### src/rtl/async_fifo_rd_packer.sv
// async_fifo_rd_packer
// Read-domain consumer of async_fifo. Pops FIFO entries one per cycle and
// packs PACK consecutive entries into one wide word, lane 0 holding the
// oldest entry. Packed words leave on a valid/ready stream. A flush request
// releases a partially filled word together with a lane-keep mask.
module async_fifo_rd_packer #(
    parameter int DATA_WIDTH = 8,
    parameter int PACK       = 4,
    parameter int CNT_WIDTH  = 16
) (
    input  logic                       rclk,
    input  logic                       rrst,
    input  logic                       rempty,
    input  logic [DATA_WIDTH-1:0]      rdata,
    output logic                       rinc,
    input  logic                       flush,
    output logic [PACK*DATA_WIDTH-1:0] out_data,
    output logic [PACK-1:0]            out_keep,
    output logic                       out_valid,
    input  logic                       out_ready,
    output logic [CNT_WIDTH-1:0]       words_out
);

    // Lane counter must reach PACK itself (a full word parked behind a
    // stalled output), so it gets one bit more than a lane index.
    localparam int CW     = $clog2(PACK) + 1;
    localparam int WORD_W = PACK * DATA_WIDTH;
    localparam logic [CW-1:0] CNT_FULL = CW'(PACK);

    logic [WORD_W-1:0] acc;
    logic [CW-1:0]     cnt;
    logic              flush_pend;

    logic              out_free;
    logic              pop;
    logic              flush_req;
    logic              word_full;
    logic              emit;
    logic [CW-1:0]     cnt_eff;
    logic [CW-1:0]     cnt_nxt;
    logic              flush_pend_nxt;
    logic [WORD_W-1:0] acc_written;
    logic [WORD_W-1:0] acc_nxt;
    logic [WORD_W-1:0] emit_word;
    logic [PACK-1:0]   keep_mask;

    // The output register can take a new word when it is empty or is being drained this edge.
    always_comb begin
        out_free = !out_valid || out_ready;
        pop      = !rrst && !rempty && (cnt < CNT_FULL);
        rinc     = pop;
    end

    // Merge the popped entry into its lane and work out the effective lane count and keep mask.
    always_comb begin
        acc_written = acc;
        for (int i = 0; i < PACK; i++) begin
            if (pop && (cnt == CW'(i))) begin
                acc_written[i*DATA_WIDTH +: DATA_WIDTH] = rdata;
            end
        end
        cnt_eff = cnt + CW'(pop);
        keep_mask = '0;
        emit_word = '0;
        for (int i = 0; i < PACK; i++) begin
            keep_mask[i] = (CW'(i) < cnt_eff);
            if (keep_mask[i]) begin
                emit_word[i*DATA_WIDTH +: DATA_WIDTH] = acc_written[i*DATA_WIDTH +: DATA_WIDTH];
            end
        end
    end

    // Decide whether a word leaves this edge; a completed word always wins over a pending flush.
    always_comb begin
        flush_req      = flush || flush_pend;
        word_full      = (cnt_eff == CNT_FULL);
        emit           = 1'b0;
        cnt_nxt        = cnt_eff;
        acc_nxt        = acc_written;
        flush_pend_nxt = flush_req;
        if (word_full) begin
            if (out_free) begin
                emit           = 1'b1;
                cnt_nxt        = '0;
                acc_nxt        = '0;
                flush_pend_nxt = 1'b0;
            end
        end else if (flush_req) begin
            if (cnt_eff == '0) begin
                flush_pend_nxt = 1'b0;
            end else if (out_free) begin
                emit           = 1'b1;
                cnt_nxt        = '0;
                acc_nxt        = '0;
                flush_pend_nxt = 1'b0;
            end
        end
    end

    // Accumulator, lane count and pending-flush state; reset discards any partial word.
    always_ff @(posedge rclk) begin
        if (rrst) begin
            acc        <= '0;
            cnt        <= '0;
            flush_pend <= 1'b0;
        end else begin
            acc        <= acc_nxt;
            cnt        <= cnt_nxt;
            flush_pend <= flush_pend_nxt;
        end
    end

    // Output register: load on emit, hold while stalled, drop valid once accepted with nothing new.
    always_ff @(posedge rclk) begin
        if (rrst) begin
            out_data  <= '0;
            out_keep  <= '0;
            out_valid <= 1'b0;
        end else if (emit) begin
            out_data  <= emit_word;
            out_keep  <= keep_mask;
            out_valid <= 1'b1;
        end else if (out_ready) begin
            out_valid <= 1'b0;
        end
    end

    // Count words accepted downstream; wraps naturally at the counter width.
    always_ff @(posedge rclk) begin
        if (rrst) begin
            words_out <= '0;
        end else if (out_valid && out_ready) begin
            words_out <= words_out + CNT_WIDTH'(1);
        end
    end

endmodule

### config.mk
export PLATFORM = sky130hd
export DESIGN_NAME = async_fifo_rd_packer
export DESIGN_NICKNAME = d
export VERILOG_FILES = /design/src/rtl/async_fifo_rd_packer.sv
export SDC_FILE = /design/constraint.sdc
export NUM_CORES = 1
export LEC_CHECK = 0
export ABC_AREA = 1
export BUFFER_PORTS_ARGS = -buffer_cell sky130_fd_sc_hd__buf_2
export CAP_MARGIN = 20
export CORE_MARGIN = 2
export CORE_UTILIZATION = 50
export DETAILED_ROUTE_END_ITERATION = 8
export GPL_TIMING_DRIVEN = 1
export PLACE_DENSITY = 0.73
export SLEW_MARGIN = 10
export SYNTH_ARGS = -nofsm -noshare
export SYNTH_HDL_FRONTEND = slang
export SYNTH_SLANG_ARGS = --single-unit
### constraint.sdc
create_clock -name rclk -period 2.1 [get_ports rclk]
set_clock_uncertainty 0.1 [all_clocks]
set_input_delay 0.315 -clock rclk [delete_from_list [all_inputs] [get_ports rclk]]
set_output_delay 0.315 -clock rclk [all_outputs]
set_load 0.005 [all_outputs]
; ---- Word-level counts from Yosys, hierarchy flattened
; Index checks and enable logic that the tools add are counted.
; Widths: inputs -> output; s select.
[word_totals]
reg_bits = 89
in_bits = 13
out_inout_bits = 54
wordCells = 60
[op_classes]
n_addsub = 2
n_lt_le_gt_ge = 5
eq_ne = 4
n_mux = 27
reduce_logical = 15
[ops]
columns = operator, count
row1 = $mux 32, 4
row2 = $mux 8, 8
row3 = $add 16x1->16 const B, 1
row4 = $mux 3, 4
row5 = $mux 1, 11
row6 = $logic_and 1x1->1, 7
row7 = $eq 3x2->1 const B, 2
row8 = $logic_not 3->1, 2
row9 = $lt 1x3->1 const A, 2
row10 = $lt 2x3->1 const A, 2
row11 = $add 3x1->3, 1
row12 = $eq 3x1->1 const B, 1
row13 = $eq 3x3->1 const B, 1
row14 = $logic_not 1->1, 3
row15 = $lt 3x3->1 const B, 1
row16 = $logic_or 1x1->1, 2
row17 = $reduce_bool 2->1, 1

; ---- Longest topological paths before layout
[depth]
word_depth = 9
mapped_depth = 13
ltp_nobuf = 11

; ---- Worst setup path before layout
; No wires, ideal clock.
[synth_path]
path_type = in2reg
startpoint = in rrst
endpoint = reg out_keep[1]
setup_time_ps = 119
arrival_time_ps = 2033
required_ps = 1881
path_slack_ps = -153
path_stages = 11
n_path_buf = 2
cell_sequence = buf_6 nor3_4 ha_1 ha_1 nor2_1 nor2_1 nor2_2 nand2_4 nand2_2 buf_2 o21bai_1
[synth_via]
elab_chain_cells = 8
elab_cells_between_ends = 10
classes_between = add/sub: 1 / order compare: 1 / eq/ne: 1 / mux: 3 / reduce/logical: 4
[synth_lines]
columns = item, line
row1 = from (decl), 12  ; input logic rrst,
row2 = $logic_not 1->1 (*), 50  ; pop = !rrst && !rempty && (cnt < CNT_FULL);
row3 = $logic_and 1x1->1 (*) (2 in a row), 50
row4 = named net rinc, 15  ; output logic rinc,
row5 = $add 3x1->3 (*), 62  ; cnt_eff = cnt + CW'(pop);
row6 = $logic_not 3->1, 89  ; if (cnt_eff == '0) begin
row7 = $mux 1, 89
row8 = $mux 1, 88  ; end else if (flush_req) begin
row9 = $mux 1, 81  ; if (word_full) begin
row10 = to (signal assigned), 121  ; out_keep <= keep_mask;
row11 = to (decl), 18  ; output logic [PACK-1:0] out_keep,
; Mark *: on every way through the listed nets, which the timed path passes. The rest lies on a longest branch.
; A chain may end at the register's enable or synchronous reset.

; ---- Final worst setup path
[layout_path]
startpoint = reg cnt[2]
endpoint = reg acc[3]
[layout_via]
elab_chain_cells = 8
elab_cells_between_ends = 12
classes_between = add/sub: 1 / order compare: 1 / eq/ne: 1 / mux: 5 / reduce/logical: 4
[layout_lines]
columns = item, line
row1 = from (decl), 31  ; logic [CW-1:0] cnt;
row2 = from (signal assigned), 108  ; cnt <= cnt_nxt;
row3 = "parallel branches: the longest is 7 deep, another holds $lt 3x3->1", -
row4 = $mux 32 (*), 81
row5 = to (signal assigned), 107  ; acc <= acc_nxt;
row6 = to (decl), 30  ; logic [WORD_W-1:0] acc;
; Every way passes the cells marked *.

==> results.toml <==
[clock_tree]
insertion_delay_ns = 0.35
h-tree-depth = 3
clock_path_buffers = 2
cts_tree = "built"
clock-sinks = 89
clock-root-buffer = "clkbuf_8"
cts_buffers = 9
clkTransAtPathRegs_ns = 0.08

[power]
p_int_uw = 2290
leakagePower_uw = 0.00200
power_switching_uw = 767
clkPwrFrac = 0.351
finalPower_uw = 3060
p_comb_frac = 0.087
seqPwrFrac = 0.562
vdd.ir_drop.worst_uv = 348
sw_frac_of_total = 0.251
power_density_nw_per_um2 = 701

[finish]
fill_cells = 658
antennaDiodeCount = 0
layout_commonest_cell = "nand2_1"
final_layout_size_suffix_gt1_frac = 0.266
most-common-layout-cells = "nand2_1, dfxtp_1, buf_2"
multi_input_area_um2 = 1660
final_nets = 545
final_area_um2 = 4360
syn_to_final_growth_pct = 19.7
ff_latch_area_um2 = 1780

[placed_design]
placed_cell_area_um2 = 4170
place_congestion = 0.902
preCtsSetupSlack_ns = -0.0911
dp_hpwl_um = 5820
portBuffers = 66

[timing]
fmax_mhz = 510
rsz0062_at_grt = "false"
slew_viol_final = 0
setup_slack_ns = 0.140
slew_headroom = 0.734
finalSetupViolCount = 0
tightest_slew_ns = 0.396
hold_violations = 0
fin_crit_sh = 0.933
period_minus_slack_ns = 1.96
fin_tns_setup_ns = 0

[synth]
ys_seq_area_frac = 0.489
yosysWarnings = 0
ys_types = 30
synthCells = 457
synth_top_area_share = 0.489
avgSynthCellArea_um2 = 7.98
syn_nets = 473
synth_area_leader_cell = "dfxtp_1"
synth_area_leaders = "dfxtp_1, nand2_1, nand3_1, nor2_1, inv_1"
synth_area_um2 = 3640
ys_ff_latch = 89

[route]
ant_nets = 0
vias = 3080
detail_route.iter0.violations = 126
post_drt_via_cell_ratio = 4.87
dr.pass1.iters = 4
drc = 0
wl_per_cell_um = 12.6
routed_wl_um = 7970

[setup_path]
reg2reg_slack_ns = 0.14
crit_arrival_ns = 2.10
critPathLaunchType = "flop"
critical_path_class = "flop to flop"
cp_max_fo = 9
worstPathRequired_ns = 2.24
end_kind = "flop"

[grt]
overflow = 0
grt_pass1_vias = 2871
antenna_found_initial = 0
grt_pass1_wl_um = 12800
grt_usage = 0.211
grt_start_max_net_pins = 33

[run_status]
status = "finished, final reports clean"

[worst_hold_path]
hold_path_class = "input pin to flop"

[floorplan]
start_util = 0.511
rows = 31
core-area_um2 = 7140
floorplan.die_area_um2 = 7990
pin_count = 67
die-width_um = 89.4
chipHeight_um = 89.4

[job]
max_cap_viol_count = 0
[layer usage]
layer | routed length, um | global-route usage | vias to the layer above
met1 | 3610 | 0.279 | 1388
met3 | 424 | 0.0360 | 7
met5 | 0 | 0 | -
met2 | 3860 | 0.338 | 67
li1 | - | - | 1618
met4 | 83 | 0.0977 | 0
[metrics by stage]
step,hold WS (ns),utilization,std cells
2_1_floorplan,0.344,-,457
3_3_place_gp,0.346,0.585,617
3_5_place_dp,0.350,0.585,617
4_1_cts,0.184,0.610,633
5_1_grt,0.227,0.611,633
6_report,0.201,0.611,633
[path summary, 6_finish.rpt]
check | depth (start not counted) | end | from
min reg2reg | 2 | out_keep[0] | out_keep[0]
max reg2reg | 10 | acc[3] | cnt[2]
max | 10 | acc[3] | cnt[2]
min | 4 | words_out[0] | out_ready
[sequential cells by signal (all words and copies together) (netlist names)]
register	count
acc	32
out_data	32
out_valid	1
cnt	3
out_keep	4
flush_pend	1
words_out	16
[power groups by stage]
stage	Sequential [uW]	Clock, uW	Combinational, uW
global placement	1760	0	260
global route	1720	1170	293
detailed placement	1760	0	264
floorplan	1760	0	180
CTS	1720	1110	266
finish	1720	1070	266
[cell usage after synthesis]
cell type  instances
ha_1               3
nand2_2            2
o21bai_1           1
nor2_2             2
nand3_1           51
o21ai_1            2
a21oi_1           16
nor3_4             1
and2b_1            5
nand4_1            4
a21oi_4            1
nand3_4            2
o21ai_2           16
nand2_4            1
clkbuf_1           4
inv_1             39
and3_1             8
nand2_1           97
o21ai_0           27
buf_4              2
nor3_1             4
buf_6              4
inv_2              2
buf_1              1
nor2_1            54
dfxtp_1           89
nor2b_2            7
buf_2              7
nand3_2            1
nor2b_4            4
[worst max-delay path, stage by stage (launching register included)]
cell and delay (ns):
dfxtp_1 0.35, nor3_4 0.13, ha_2 0.21, ha_4 0.21, nor2_4 0.10, nor2_1 0.06, nor2_2 0.19, nand2_4 0.10
nand2_4 0.15, buf_4 0.18, nor2_1 0.05
[kinds of logic after synthesis]
logic type / after synthesis / share of synthesized area
DFF: 89 / 0.489
AOI/OAI and AO/OA: 63 / 0.107
adders and majority gates: 3 / 0.0103
and+or+nand+nor: 243 / 0.321
buffers and inverters: 59 / 0.0735
[final cells by class]
cell class | instances | share of cell area
Clock buffer | 12 | 0.0356
Clock inverter | 4 | 0.00631
Inverter | 41 | 0.0353
Multi-Input combinational cell | 309 | 0.379
Sequential cell | 89 | 0.408
Tap cell | 99 | 0.0284
Timing Repair Buffer | 79 | 0.107
[repair_timing]
action / 4_1_cts / 5_1_grt
buffers inserted: 0 / 0
hold buffers: 0 / 0
setup endpoints to repair: 0 / 12
resized for setup: 0 / 2
(Power assumes the default switching activity.)
